==> src/rtl/adc_mavg_filter_pkg.sv <==
`default_nettype none
// ============================================================================
// Module   : adc_mavg_filter_pkg
// Brief    : Shared constants and FSM state encoding for the ADC moving-average
//            filter and its ring-buffer sub-module.
// Revision : 1.0 - initial release
// ============================================================================
package adc_mavg_filter_pkg;

  // Default ADC sample width and log2 of the averaging window
  localparam int MAVG_DATA_W     = 10;
  localparam int MAVG_DEPTH_LOG2 = 4;

  // Sequencer states: wait for a sample, fold it into the sum, publish average
  typedef enum logic [1:0] {
    ST_IDLE    = 2'd0,
    ST_UPDATE  = 2'd1,
    ST_PUBLISH = 2'd2
  } mavg_state_e;

endpackage : adc_mavg_filter_pkg
`default_nettype wire

==> src/rtl/mavg_ring.sv <==
`default_nettype none
// ============================================================================
// Module   : mavg_ring
// Brief    : 2^DEPTH_LOG2 x DATA_W sample window. One synchronous write port,
//            combinational read at the same address (the write pointer), and
//            a synchronous clear so unfilled slots read as zero.
// Revision : 1.0 - initial release
// ============================================================================
module mavg_ring
  import adc_mavg_filter_pkg::*;
#(
  parameter int DATA_W     = MAVG_DATA_W,
  parameter int DEPTH_LOG2 = MAVG_DEPTH_LOG2
) (
  input  logic                  clk,
  input  logic                  rst,
  input  logic                  we_i,
  input  logic [DEPTH_LOG2-1:0] addr_i,
  input  logic [DATA_W-1:0]     wdata_i,
  output logic [DATA_W-1:0]     rdata_o
);

  localparam int DEPTH = 1 << DEPTH_LOG2;

  logic [DATA_W-1:0] mem_q [DEPTH];

  // Clear every slot on reset, otherwise write the new sample over the oldest
  always_ff @(posedge clk) begin
    if (rst) begin
      for (int i = 0; i < DEPTH; i++) begin
        mem_q[i] <= '0;
      end
    end else if (we_i) begin
      mem_q[addr_i] <= wdata_i;
    end
  end

  // The slot about to be overwritten is the oldest sample in the window
  assign rdata_o = mem_q[addr_i];

endmodule : mavg_ring
`default_nettype wire

==> src/rtl/adc_mavg_filter.sv <==
`default_nettype none
// ============================================================================
// Module   : adc_mavg_filter
// Brief    : Moving average over the last 2^DEPTH_LOG2 ADC conversions.
//            A rising edge of data_valid captures a sample; the running sum is
//            updated by adding the new sample and subtracting the one it
//            replaces, then sum >> DEPTH_LOG2 is published with a 1-cycle
//            avg_valid pulse. Edges arriving while busy are dropped and flagged.
// Revision : 1.0 - initial release
// ============================================================================
module adc_mavg_filter
  import adc_mavg_filter_pkg::*;
#(
  parameter int DATA_W     = MAVG_DATA_W,
  parameter int DEPTH_LOG2 = MAVG_DEPTH_LOG2
) (
  input  logic              sysclk,
  input  logic              rst,
  input  logic [DATA_W-1:0] data_in,
  input  logic              data_valid,
  output logic [DATA_W-1:0] avg_out,
  output logic              avg_valid,
  output logic              buf_full,
  output logic              overrun
);

  // Sum is wide enough to hold a full window of max-scale samples
  localparam int SUM_W = DATA_W + DEPTH_LOG2;

  localparam logic [DEPTH_LOG2-1:0] PTR_ONE  = 1;
  localparam logic [DEPTH_LOG2:0]   FILL_ONE = 1;
  localparam logic [DEPTH_LOG2:0]   FILL_MAX = {1'b1, {DEPTH_LOG2{1'b0}}};

  mavg_state_e             state_q;
  logic                    dv_q;
  logic [DATA_W-1:0]       sample_q;
  logic [SUM_W-1:0]        sum_q;
  logic [SUM_W-1:0]        sum_d;
  logic [DEPTH_LOG2-1:0]   wr_ptr_q;
  logic [DEPTH_LOG2:0]     fill_q;
  logic [DATA_W-1:0]       avg_q;
  logic                    avg_valid_q;
  logic                    buf_full_q;
  logic                    overrun_q;
  logic [DATA_W-1:0]       oldest;
  logic                    ring_we;
  logic                    sample_edge;

  assign sample_edge = data_valid & ~dv_q;
  assign ring_we     = (state_q == ST_UPDATE);

  // The subtracted term was itself added earlier, so the sum stays in range
  assign sum_d = sum_q + {{DEPTH_LOG2{1'b0}}, sample_q}
                       - {{DEPTH_LOG2{1'b0}}, oldest};

  mavg_ring #(
    .DATA_W     (DATA_W),
    .DEPTH_LOG2 (DEPTH_LOG2)
  ) u_ring (
    .clk     (sysclk),
    .rst     (rst),
    .we_i    (ring_we),
    .addr_i  (wr_ptr_q),
    .wdata_i (sample_q),
    .rdata_o (oldest)
  );

  // Capture -> update running sum -> publish average, with registered outputs
  always_ff @(posedge sysclk) begin
    if (rst) begin
      state_q     <= ST_IDLE;
      // Loading the live level means a data_valid already high is not an edge
      dv_q        <= data_valid;
      sample_q    <= '0;
      sum_q       <= '0;
      wr_ptr_q    <= '0;
      fill_q      <= '0;
      avg_q       <= '0;
      avg_valid_q <= 1'b0;
      buf_full_q  <= 1'b0;
      overrun_q   <= 1'b0;
    end else begin
      dv_q        <= data_valid;
      avg_valid_q <= 1'b0;
      case (state_q)
        ST_IDLE: begin
          if (sample_edge) begin
            sample_q <= data_in;
            state_q  <= ST_UPDATE;
          end
        end
        ST_UPDATE: begin
          sum_q    <= sum_d;
          wr_ptr_q <= wr_ptr_q + PTR_ONE;
          if (fill_q != FILL_MAX) begin
            fill_q <= fill_q + FILL_ONE;
          end
          if (sample_edge) begin
            overrun_q <= 1'b1;
          end
          state_q <= ST_PUBLISH;
        end
        ST_PUBLISH: begin
          avg_q       <= sum_q[SUM_W-1:DEPTH_LOG2];
          avg_valid_q <= 1'b1;
          if (fill_q == FILL_MAX) begin
            buf_full_q <= 1'b1;
          end
          if (sample_edge) begin
            overrun_q <= 1'b1;
          end
          state_q <= ST_IDLE;
        end
        default: begin
          state_q <= ST_IDLE;
        end
      endcase
    end
  end

  assign avg_out   = avg_q;
  assign avg_valid = avg_valid_q;
  assign buf_full  = buf_full_q;
  assign overrun   = overrun_q;

endmodule : adc_mavg_filter
`default_nettype wire

==> config.mk <==
export PLATFORM = sky130hd
export DESIGN_NAME = adc_mavg_filter
export DESIGN_NICKNAME = d
export VERILOG_FILES = /design/src/rtl/adc_mavg_filter_pkg.sv /design/src/rtl/mavg_ring.sv /design/src/rtl/adc_mavg_filter.sv
export SDC_FILE = /design/constraint.sdc
export NUM_CORES = 1
export LEC_CHECK = 0
export ABC_AREA = 1
export ABC_CLOCK_PERIOD_IN_PS = 3000
export CAP_MARGIN = 20
export CORE_ASPECT_RATIO = 0.7
export CORE_MARGIN = 4
export CORE_UTILIZATION = 35
export CTS_CLUSTER_DIAMETER = 40
export CTS_CLUSTER_SIZE = 20
export DETAILED_ROUTE_END_ITERATION = 10
export GPL_ROUTABILITY_DRIVEN = 0
export GPL_TIMING_DRIVEN = 0
export HOLD_SLACK_MARGIN = 0.08
export PLACE_DENSITY = 0.51
export RECOVER_POWER = 100
export SYNTH_ARGS = -nofsm -noshare
export SYNTH_HDL_FRONTEND = slang
export SYNTH_SLANG_ARGS = --single-unit
==> constraint.sdc <==
create_clock -name sysclk -period 3 [get_ports sysclk]
set_input_delay 0.45 -clock sysclk [delete_from_list [all_inputs] [get_ports sysclk]]
set_output_delay 0.45 -clock sysclk [all_outputs]
set_load 0.005 [all_outputs]
# Word level (Yosys, flattened, before mapping)
# Memories as Yosys holds them, arrays and structs flattened. A register that Yosys moved wholly into a read port is not among the register bits.
# Cells that the tools add are included.
op_classes:
  n_bitwise: 2
  n_addsub: 4
  reduce_logical: 7
  n_mux: 13
  n_eq_ne: 5
ops:
  columns: ["cell", "n"]
  rows:
  - ["14-bit by 10-bit adder with 14-bit output", 1]
  - ["14-bit by 10-bit subtractor with 14-bit output", 1]
  - ["4-bit 2-to-1 mux", 3]
  - ["10-bit 2-to-1 mux", 1]
  - ["10-bit OR reduction", 1]
  - ["2-bit AND reduction", 4]
  - ["1-bit 2-to-1 mux", 7]
  - ["5-bit by 1-bit adder with 5-bit output (second input constant)", 1]
  - ["5-bit equality test (second input constant)", 1]
  - ["5-bit inequality test (second input constant)", 1]
  - ["4-bit by 1-bit adder with 4-bit output (second input constant)", 1]
  - ["2-bit one-hot mux with 2 select lines", 1]
  - ["2-bit by 1-bit equality test with 1-bit output (second input constant)", 1]
  - ["2-bit equality test (second input constant)", 1]
  - ["2-bit logical NOT", 1]
  - ["2-bit 2-to-1 mux", 1]
  - ["2-bit inequality test (second input constant)", 1]
  - ["2-bit OR reduction", 1]
  - ["1-bit AND", 1]
  - ["1-bit inverter", 1]
totals:
  ramBits: 160
  n_memories: 1
  word_cells: 42
  out_inout_bits: 13
  register_bits: 49
  inputBits: 13
mem_list:
  columns: ["memory", "words", "word_bits", "rd", "rd_ports_with_merged_regs", "wr", "line_no", "rtl"]
  rows:
  - ["u_ring.mem_q", 16, 10, 1, 1, 16, "mavg_ring.sv:25", "logic [DATA_W-1:0] mem_q [DEPTH];"]

# Depth between registers and ports, before layout
# Gate-level depths: netlist of the first run.
depth:
  ltp_word: 6
  ltp_mapped: 23
  depth_no_buf: 21

# By module
# A second synthesis of the first run with hierarchy kept.
hier_totals:
  cells_unflattened: 1300
  hier_area_um2: 10669.0
modules_own_cells:
  columns: ["module", "area_each_um2", "n_inst", "cells_per_inst", "seq_area_each_um2"]
  rows:
  - ["mavg_ring", 7754.9, 1, 884, 4804.6]
  - ["adc_mavg_filter", 2914.0, 1, 416, 980.9]

# Worst setup path before layout of the first run
# No wires, ideal clock.
synth_timing:
  kind: "register to register"
  start: "register (tool-made name)"
  end: "register sum_q[12]"
  arrival_ns: 2.593
  path_stages_with_launch: 23
  setup_time_ns: 0.109
  path_slack_ns: 0.298
  synth_period_minus_slack_ns: 2.702
  path_buffers: 2
  required_ns: 2.891
  path_cell_list: "dfxtp_1 > buf_6 > inv_6 > buf_6 > nor2_2 > nor2_1 > o21ai_0 > o21ai_1 > o211ai_1 > nand2_1 > fa_1 > inv_1 > ha_1 > nand2_1 > nand2_1 > nor2_2 > inv_1 > nand2_1 > nand3_1 > nand2_1 > nand3_1 > nand2_1 > inv_1"
synth_rtl:
  columns: ["item", "line_no", "rtl"]
  rows:
  - ["to (signal assigned)", "adc_mavg_filter.sv:93", "sum_q <= sum_d;"]
  - ["to (decl)", "adc_mavg_filter.sv:37", "logic [SUM_W-1:0] sum_q;"]

==> out/results.txt, run 1 <==
Status: complete, but fails checks
Failing checks: negative setup slack
Mean post-synth cell area: 9.21 um^2
Reg area: 5870 um^2
Core area: 29,000 um^2
Top cells by area, synth: edfxtp_1 (46%), nor2_1 (11%), dfxtp_1 (10%)
First-pass GRT wire length: 47,700 um
Initial Util: 35.6%
Rel. slew slack: 33.0%
CP arrival: 3.77 ns
Layout cells sized above 1: 18.9%
Setup slack at placement: -0.614 ns
Most common cell after layout, fill and taps aside: nor2_1
Initial DRC count: 801
Worst skew pair latency: 0.56 ns
Mapped Area: 10,300 um^2
CP Data Required Time: 3.44 ns
Clock skew: 0.0164 ns
Setup CP Type: flip-flop to flip-flop
Drt drc: 0
Finished Cell Area: 12,800 um^2
Syn_nets: 1,169
CTS tree: done
Ys flop type: edfxtp_1
WL met1: 16,300 um
Final number of hold-violating endpoints: 0
Ys async rst share: 0%
All-Layer GR Usage: 19.7%
Ports: 26
Die W: 213 um
Overflow after GRT: 0
Final WL: 32,600 um
Post-layout util: 44.2%
Hold Buf Count CTS: 0
CP top delay family: simple AND/OR/NAND/NOR gates
Multi-input logic area: 4080 um^2
Nets: 1,246
CP bufs+invs: 6
Metal2 WL: 13,300 um
Post-place instance area: 11,100 um^2
Max-slew violations: 0
Initial antenna violation count: 0
RSZ-0062 raised after global routing: true
Clock transition at path regs: 0.06 ns
Area of the die: 32,400 um^2
VDD IR max: 0.000530 V
Drt wl/cell: 20.4 um
Period utilization: 111%
Via density: 5.17
ANT nets after route: 0
Via count of the routed design: 8,264
R2R cell count: 19
Pin count of the biggest net entering global routing: 16
Die Y: 152 um
Crit start category: flip-flop
PnR worst setup slack: -0.331 ns
Met3 WL: 2580 um
P&R area growth vs syn: 24.0%
Highest-delay cell along the critical path: fa_1
IO Port Bufs: 24
Crit path largest cell delay: 0.42 ns
Clock buffer depth: 3
Commonest cells after routing, fill and taps aside: nor2_1 (280), edfxtp_1 (160), nand2_1 (94)
Vias in the first global route: 7,769
Row Count: 52
Leakage: 4.95 nW
Number of fill cells in the layout: 2,859
Library cells used by synthesis: 36
CP Cell Sequence: buf_12 -> inv_16 -> buf_8 -> buf_8 -> nor2_1 -> o211ai_1 -> nand3_1 -> nand2_2 -> fa_1 -> inv_2 -> ha_4 -> nand2_2 -> inv_1 -> nand2_1 -> nand2_2 -> a21oi_4 -> a21oi_4 -> nor2_4 -> nor2_1
Number of synthesized flops with an enable pin: 160
Count of final setup violators: 12
Post-DP HPWL: 22,700 um
WP depth: 19
CP Capture Type: flip-flop
Final Critical Period: 3.33 ns
Crit-path most repeated cell: nand2_2
Antenna diodes: 0
Hold Path Class: primary input to flip-flop
Worst R2R Setup Slack: -0.33 ns
F_max: 300 MHz
Worst-Margin Slew: 1.01 ns
Seq/Total Area, Yosys: 56.7%
Clk Tree Root Cell: clkbuf_16
Top cell type's share of synthesized area: 46.4%
CTS H-tree depth: 1
Max-cap violations: 0
#FFs+latches synth: 213
Mapped Cells: 1,123
PwrDens: 750 nW/um^2
Overall Power: 9.62 mW
Highest Signal Layer: met4
Iteration count of the initial detailed-routing pass: 5
Fin Hold WS: 0.306 ns
# clock sinks: 213
CTS Buf Count: 29
Yosys top cell by area: edfxtp_1
Cell depth of the worst hold path: 4
Critical path fanouts, max: 9
YS warnings: 0
-- metrics by stage --
stage / instances / setup TNS (ns)
2_1_floorplan: 1123 / 0
3_3_place_gp: 1525 / -4.62
3_5_place_dp: 1525 / -4.54
4_1_cts: 1595 / -1.37
5_1_grt: 1600 / -3.96
6_report: 1600 / -2.27
-- path summary, 6_finish.rpt --
kind	to	from
worst min register to register	overrun	overrun
worst max-delay path	sum_q[13]	flip-flop
worst min-delay path	sum_q[2]	rst
worst max register to register	sum_q[13]	flip-flop
-- sequential cells by signal, indices dropped and copies added (netlist names), named ones only --
signal / flops
dv_q: 1
avg_out: 10
fill_q: 5
buf_full: 1
sum_q: 14
state_q: 2
overrun: 1
sample_q: 10
avg_valid: 1
wr_ptr_q: 4
u_ring.mem_q: 160
-- layer usage --
| metal | vias up | global-route usage [%] |
|---|---|---|
| li1 | 3894 | - |
| met1 | 4062 | 31.8 |
| met2 | 279 | 27.0 |
| met3 | 29 | 4.78 |
| met4 | 0 | 2.86 |
| met5 | - | 0 |
-- cell type report --
type | instances | area share, %
sequential | 213 | 45.8
inverter | 110 | 3.37
tap | 378 | 3.69
clock buffer | 29 | 5.66
timing repair buffer | 46 | 3.78
clock inverter | 24 | 2.18
buffer | 72 | 3.73
multi-input combinational | 728 | 31.8
-- what timing repair did --
action | in CTS | in global routing
resized for setup | 151 | 49
buffers inserted | 14 | 4
pin swaps | 53 | 36
endpoints found under the hold margin | 0 | 0
gates cloned | 3 | 1
setup endpoints to repair | 12 | 12
-- cells by family (layout without fill, tap and decap cells) --
group / Yosys count / count (layout) / share of synthesized area, %
and+or+nand+nor: 474 / 474 / 18.7
adders and majority gates: 33 / 33 / 4.72
DFF: 213 / 213 / 56.7
AOI/OAI and AO/OA: 216 / 216 / 11.6
xor gates and xnor gates: 5 / 5 / 0.423
buffers and inverters: 182 / 281 / 7.84
-- tightest hold or removal path, stage by stage --
cell and delay [ns]:
clkbuf_2 0.20, a21oi_1 0.06, o21ai_1 0.07, inv_1 0.04
-- power by group --
part           internal [mW]  switching (mW)
Sequential              3.31          0.0608
Clock                   2.03            1.54
Combinational          0.992            1.69
Total                   6.33            3.29
-- synth_stat cells, types with 3 or more instances --
cell and count:
nor2_1 292, edfxtp_1 160, nand2_1 114, o21ai_0 111
inv_1 96, dfxtp_1 53, a21oi_1 47, o211ai_1 39
nand3_1 29, buf_2 25, clkbuf_1 24, ha_1 23
nor2_2 20, o21ai_1 14, clkinv_1 11, fa_1 10
buf_6 9, clkbuf_2 7, nand2_2 5, nand4_1 5
buf_1 3, buf_4 3, nor2_4 3, xnor2_1 3
No activity file was read; power rests on OpenSTA's default activity.
==> inputs of run 2 (changes only) <==
--- a/config.mk
+++ b/config.mk
@@ -6,7 +6,7 @@
 export NUM_CORES = 1
 export LEC_CHECK = 0
 export ABC_AREA = 1
-export ABC_CLOCK_PERIOD_IN_PS = 3000
+export ABC_CLOCK_PERIOD_IN_PS = 3200
 export CAP_MARGIN = 20
 export CORE_ASPECT_RATIO = 0.7
 export CORE_MARGIN = 4
@@ -21,4 +21,5 @@
 export RECOVER_POWER = 100
 export SYNTH_ARGS = -nofsm -noshare
 export SYNTH_HDL_FRONTEND = slang
+export SYNTH_HIERARCHICAL = 1
 export SYNTH_SLANG_ARGS = --single-unit
==> constraint.sdc (replaced) <==
create_clock -name sysclk -period 3.2 [get_ports sysclk]
set_input_delay 0.48 -clock sysclk [delete_from_list [all_inputs] [get_ports sysclk]]
set_output_delay 0.48 -clock sysclk [all_outputs]
set_load 0.1 [all_outputs]
==> out/results.txt, run 2 <==
Worst R2R Setup Slack: 0.23 ns (+0.56 ns)
Count of final setup violators: 0 (-12)
Top reg by flops: u_ring/mem_q
Final Critical Period: 3.05 ns
Die W: 217 um (+1.5%)
IO Port Bufs: 25 (+4.2%)
Most frequent cell after synthesis: nand2_1
Initial Util: 35.5% (-0.13 points)
Hold Path Class: flip-flop to flip-flop
Final number of hold-violating endpoints: 0 (unchanged)
Fin Setup TNS: 0 ns (+2.27 ns)
CTS tree: done
Post-layout util: 42.7% (-1.5 points)
Leakage: 5.68 nW (+15%)
CP Capture Type: flip-flop
Ys flop type: edfxtp_1
Drt drc: 0 (unchanged)
Pin count of the biggest net entering global routing: 14 (-2)
Initial antenna violation count: 0 (unchanged)
CTS H-tree depth: 2 (+1)
Area of the die: 33,400 um^2 (+3.0%)
Switching Fraction: 31.2% (-3.0 points)
Vias in the first global route: 7,895 (+1.6%)
PwrDens: 696 nW/um^2 (-7.3%)
Overflow after GRT: 0 (unchanged)
Yosys top cell by area: edfxtp_1
Via density: 4.57 (-12%)
Clock buffer depth: 3 (unchanged)
Antenna diodes: 0 (unchanged)
ANT nets after route: 0 (unchanged)
Layout cells sized above 1: 10.4% (-8.5 points)
Post-synth top cells: nand2_1 (531), nor2_1 (170), edfxtp_1 (160)
Worst-Margin Slew: 1.02 ns (+0.0153 ns)
Most common cell after layout, fill and taps aside: nand2_1
Comb power frac: 22.1% (-5.8 points)
Drt wl/cell: 15.8 um (-22%)
Clock transition at path regs: 0.05 ns (about the same)
Iteration count of the initial detailed-routing pass: 5 (unchanged)
CP arrival: 3.20 ns (-0.57 ns)
CTS Buf Count: 34 (+17%)
Core area: 30,000 um^2 (+3.5%)
PnR worst setup slack: 0.147 ns (+0.478 ns)
Seq/Total Area, Yosys: 54.2% (-2.5 points)
Setup crit end: u_ring/mem_q[14][7]
Commonest cells after routing, fill and taps aside: nand2_1 (523), nor2_1 (181), edfxtp_1 (160)
#FFs+latches synth: 209 (-1.9%)
Post-DP HPWL: 20,500 um (-9.9%)
Reg-to-Reg End: sum_q[12]
# clock sinks: 209 (-1.9%)
Via count of the routed design: 8,221 (-0.52%)
Clk pwr share: 43.0% (+5.9 points)
All-Layer GR Usage: 17.2% (-2.5 points)
Library cells used by synthesis: 32 (-11%)
VDD IR max: 0.000442 V (-17%)
Worst skew pair latency: 0.51 ns (-0.05 ns)
Number of synthesized flops with an enable pin: 160 (unchanged)
Pint: 6.14 mW (-3.1%)
Status: complete, no violations
Row Count: 53 (+1.9%)
Critical path fanouts, max: 10 (+1)
Nets: 1,406 (+13%)
Clk Tree Root Cell: clkbuf_16
F_max: 328 MHz
Die Y: 154 um (+1.5%)
CP Data Required Time: 3.35 ns (-0.09 ns)
P_sw: 2.78 mW (-15%)
Number of fill cells in the layout: 3,049 (+6.6%)
Clock skew: 0.0126 ns (-0.00382 ns)
Ports: 26 (unchanged)
Syn_nets: 1,343 (+15%)
Setup crit start: rst
Final WL: 28,500 um (-13%)
Setup CP Type: primary input to flip-flop
Initial DRC count: 513 (-36%)
Mapped Cells: 1,300 (+16%)
Ys async rst share: 0% (unchanged)
Setup slack at placement: -0.0807 ns (+0.534 ns)
Largest register FFs: 160 (unchanged)
Biggest regs: u_ring/mem_q: 160 flops, sum_q: 14 flops
Period utilization: 95.4%
Finished Cell Area: 12,800 um^2 (about the same)
Placed cells: 1,737 (+14%)
R2R cell count: 23 (+4)
Seq pwr share: 34.9% (about the same)
Top cell type's share of synthesized area: 45.0% (-1.4 points)
Max-cap violations: 0 (unchanged)
First-pass GRT wire length: 44,400 um (-7.0%)
P&R area growth vs syn: 20.2%
YS warnings: 6 (+6)
Post-place instance area: 11,400 um^2 (+3.4%)
Crit start category: primary input
Fin cells: 1,800 (+13%)
Rel. slew slack: 31.7% (-1.2 points)
Top cells by area, synth: edfxtp_1 (45%), nand2_1 (19%), dfxtp_1 (9.2%)
Mean post-synth cell area: 8.21 um^2 (-11%)
Reg2reg start: wr_ptr_q[0]
Mapped Area: 10,700 um^2 (+3.1%)
Max-slew violations: 0 (unchanged)
==> run 2: cell types whose count changed after synthesis, sizes merged, moves of 23 or more <==
cell,delta
clkbuf,-23
nor2,-123
o21ai,-91
o211ai,-40
nand2,+423
inv,+36
==> run 2: worst max-delay path, stage by stage <==
cell	delay (ns)
dlygate4sd3_1	0.69
inv_1	0.39
nand2_2	0.13
nor3_1	0.78
nand2_2	0.13
buf_6	0.20
nand2_1	0.38
==> run 2: cells by family (layout without fill, tap and decap cells) <==
logic type | Yosys count | after routing | synth area share [%]
compound gates | 86 | 86 | 4.15
xor+xnor | 5 | 5 | 0.411
fa+ha+maj | 30 | 30 | 4.22
buf+inv | 203 | 291 | 8.43
flops | 209 | 209 | 54.2
simple gates | 767 | 767 | 28.6
==> run 2: what timing repair did <==
action,CTS,global route
endpoints found under the hold margin,0,0
buffers inserted,0,3
hold buffers,0,0
pin swaps,0,2
resized for setup,14,69
endpoints found under the setup margin,5,11
gates cloned,0,0
==> run 2: area by class of cell <==
class | count | area (um^2) | area share (%)
Clock inverter | 23 | 303 | 2.36
Tap cell | 412 | 515 | 4.02
Clock buffer | 38 | 887 | 6.92
Sequential cell | 209 | 5790 | 45.2
Timing Repair Buffer | 28 | 273 | 2.13
Inverter | 136 | 518 | 4.04
Buffer | 66 | 473 | 3.69
Multi-Input combinational cell | 888 | 4060 | 31.7
==> run 2: power groups by stage <==
stage | Clock (mW) | Sequential [mW] | Combinational (mW)
after floorplan | 0 | 3.28 | 1.15
after global placement | 0 | 3.16 | 1.80
after detailed placement | 0 | 3.16 | 1.80
after CTS | 3.92 | 3.11 | 1.82
after global routing | 4.05 | 3.13 | 2.19
final | 3.84 | 3.11 | 1.97
==> run 2: routing by layer <==
layer  up-vias  GRT usage (%)  part of all wire [%]
met5         -              0                     0
met2       161           24.0                    40
met3        37           3.62                   5.3
li1       4199              -                     -
met1      3824           26.9                    53
met4         0           4.29                   1.7
==> run 2: worst min-delay path by stage <==
stage                     startpoint        to  slack [ns]  cells after the start
after global routing        sum_q[0]  sum_q[0]        0.50                      2
after CTS                 data_valid      dv_q        0.45                      1
after floorplan             sum_q[0]  sum_q[0]        0.44                      2
final                        overrun   overrun        0.45                      2
after global placement       overrun   overrun        0.44                      2
after detailed placement     overrun   overrun        0.46                      2
==> run 2: metrics by stage <==
step | hold slack (ns) | power, mW
floorplan | 0.439 | 4.43
global placement | 0.442 | 4.96
detailed placement | 0.456 | 4.96
CTS | 0.450 | 8.85
global route | 0.497 | 9.37
finish | 0.454 | 8.92
==> inputs of run 3 (changes only) <==
--- a/config.mk
+++ b/config.mk
@@ -9,7 +9,6 @@
 export ABC_CLOCK_PERIOD_IN_PS = 3200
 export CAP_MARGIN = 20
 export CORE_ASPECT_RATIO = 0.7
-export CORE_MARGIN = 4
 export CORE_UTILIZATION = 35
 export CTS_CLUSTER_DIAMETER = 40
 export CTS_CLUSTER_SIZE = 20
@@ -17,7 +16,7 @@
 export GPL_ROUTABILITY_DRIVEN = 0
 export GPL_TIMING_DRIVEN = 0
 export HOLD_SLACK_MARGIN = 0.08
-export PLACE_DENSITY = 0.51
+export PLACE_DENSITY = 0.52
 export RECOVER_POWER = 100
 export SYNTH_ARGS = -nofsm -noshare
 export SYNTH_HDL_FRONTEND = slang
==> out/results.txt, run 3 (same netlist as run 2, synthesis figures left out) <==
Clock skew: 0.0126 ns (+0.0000292 ns)
Row Count: 53 (unchanged)
Most common cell after layout, fill and taps aside: nand2_1
CP Capture Type: flip-flop
Status: complete, no violations
# clock sinks: 209 (unchanged)
CP arrival: 3.29 ns (+0.09 ns)
Top reg by flops: u_ring/mem_q
Drt wl/cell: 15.9 um (+0.58%)
Post-place instance area: 11,400 um^2 (unchanged)
Initial DRC count: 578 (+13%)
CTS tree: done
Initial Util: 35.6% (+0.079 points)
Post-layout util: 42.3% (-0.36 points)
Layout cells sized above 1: 10.4% (-0.012 points)
Overflow after GRT: 0 (unchanged)
Worst R2R Setup Slack: 0.11 ns (-0.12 ns)
Worst skew pair latency: 0.55 ns (+0.04 ns)
Via count of the routed design: 8,253 (+0.39%)
Critical path fanouts, max: 10 (unchanged)
VDD IR max: 0.000381 V (-14%)
CTS H-tree depth: 1 (-1)
Commonest cells after routing, fill and taps aside: nand2_1 (527), nor2_1 (166), edfxtp_1 (160)
Die W: 211 um (-2.8%)
Pint: 5.91 mW (-3.7%)
Crit start category: primary input
All-Layer GR Usage: 18.4% (+1.2 points)
F_max: 322 MHz (-1.8%)
Hold Path Class: flip-flop to flip-flop
P&R area growth vs syn: 18.9%
Via density: 4.61 (+0.84%)
Antenna diodes: 0 (unchanged)
Comb power frac: 23.3% (+1.2 points)
Vias in the first global route: 7,630 (-3.4%)
Core area: 30,000 um^2 (-0.22%)
Pin count of the biggest net entering global routing: 16 (+2)
PwrDens: 684 nW/um^2 (-1.8%)
ANT nets after route: 0 (unchanged)
CP Cell Sequence: clkdlybuf4s50_1 -> inv_2 -> nand2_1 -> nor3_1 -> nand2_2 -> clkbuf_1 -> nand2_1
Fin Hold WS: 0.456 ns (+0.00151 ns)
Seq pwr share: 35.9% (+1.0 points)
Iteration count of the initial detailed-routing pass: 5 (unchanged)
Max-slew violations: 0 (unchanged)
Final Critical Period: 3.11 ns (+0.0566 ns)
Biggest regs: u_ring/mem_q: 160 flops, sum_q: 14 flops
Crit-path most repeated cell: nand2_1
First-pass GRT wire length: 43,500 um (-1.9%)
Clk pwr share: 40.9% (-2.1 points)
RSZ-0062 raised after global routing: true
Die Y: 148 um (-3.9%)
Final number of hold-violating endpoints: 0 (unchanged)
Highest-delay cell along the critical path: nor3_1
Rel. slew slack: 34.1% (+2.4 points)
Crit path largest cell delay: 0.75 ns (-0.03 ns)
Switching Fraction: 31.8% (+0.62 points)
Ports: 26 (unchanged)
Clock buffer depth: 3 (unchanged)
CTS Buf Count: 29 (-15%)
Count of final setup violators: 0 (unchanged)
Nets: 1,401 (-0.36%)
Period utilization: 97.2% (+1.8 points)
Clock transition at path regs: 0.06 ns (about the same)
Area of the die: 31,200 um^2 (-6.6%)
IO Port Bufs: 25 (unchanged)
Drt drc: 0 (unchanged)
CP Data Required Time: 3.38 ns (+0.03 ns)
Initial antenna violation count: 0 (unchanged)
Finished Cell Area: 12,700 um^2 (-1.1%)
Largest register FFs: 160 (unchanged)
Worst-Margin Slew: 0.985 ns (-0.0354 ns)
Final WL: 28,500 um (+0.13%)
Setup CP Type: primary input to flip-flop
Clk Tree Root Cell: clkbuf_16
Post-DP HPWL: 20,400 um (-0.32%)
Max-cap violations: 0 (unchanged)
PnR worst setup slack: 0.0904 ns (-0.0566 ns)
Setup slack at placement: -0.132 ns (-0.0515 ns)
Hold Buf Count CTS: 0 (unchanged)
P_sw: 2.76 mW (-0.87%)
Leakage: 5.55 nW (-2.3%)
-- run 3: cell count changes in the layout (fill, tap and decap cells not counted), sizes merged --
cell and delta:
buf -9, bufinv +1, clkdlybuf4s50 +14, clkinv +2, clkinvlp -1, dlygate4sd3 -14, inv -1
-- run 3: metrics by stage --
stage	instances	power, mW	TNS (ns)
after floorplan	1300	4.43	0
after global placement	1737	4.95	-0.277
after detailed placement	1737	4.96	-0.353
after CTS	1789	8.55	0
after global routing	1792	9.08	-0.147
final	1792	8.67	0
-- run 3: path summary, 6_finish.rpt --
| check | start | to | cells past startpoint |
|---|---|---|---|
| setup / recovery | rst | u_ring/mem_q[11][2] | 7 |
| hold / removal | overrun | overrun | 2 |
| setup reg to reg | wr_ptr_q[0] | sum_q[7] | 20 |
| hold reg to reg | overrun | overrun | 2 |
-- run 3: final cells by class --
cell class              count  area [um^2]
fillers                  3066        17300
flip-flops and latches    209         5790
multi-input cells         888         4090
clock buffers              29          726
inverters                 136          520
well taps                 412          515
plain buffers              66          400
clock inverters            24          349
repair buffers             28          290
-- run 3: routing by layer --
metal,track usage [%],up-vias,routed length (um)
li1,-,4182,-
met2,25.8,145,11400
met4,3.19,0,467
met5,0,-,0
met1,29.8,3893,15300
met3,2.83,33,1420
-- run 3: what timing repair did --
item                       in CTS  in global routing
setup endpoints to repair       7                 11
pin swaps                       0                  3
gates resized for setup        14                 58
cloned                          0                  1
buffers inserted                0                  2
-- run 3: power by group through the flow --
stage / Combinational, mW / Sequential, mW / Clock, mW
detailed placement: 1.80 / 3.16 / 0
floorplan: 1.15 / 3.28 / 0
finish: 2.02 / 3.11 / 3.54
global placement: 1.79 / 3.16 / 0
global route: 2.23 / 3.12 / 3.73
CTS: 1.83 / 3.11 / 3.62
-- run 3: critical path, delay by kind of cell --
family / cells / cell delay (ns)
buffers and inverters: 3 / 1.28
and+or+nand+nor: 4 / 1.51
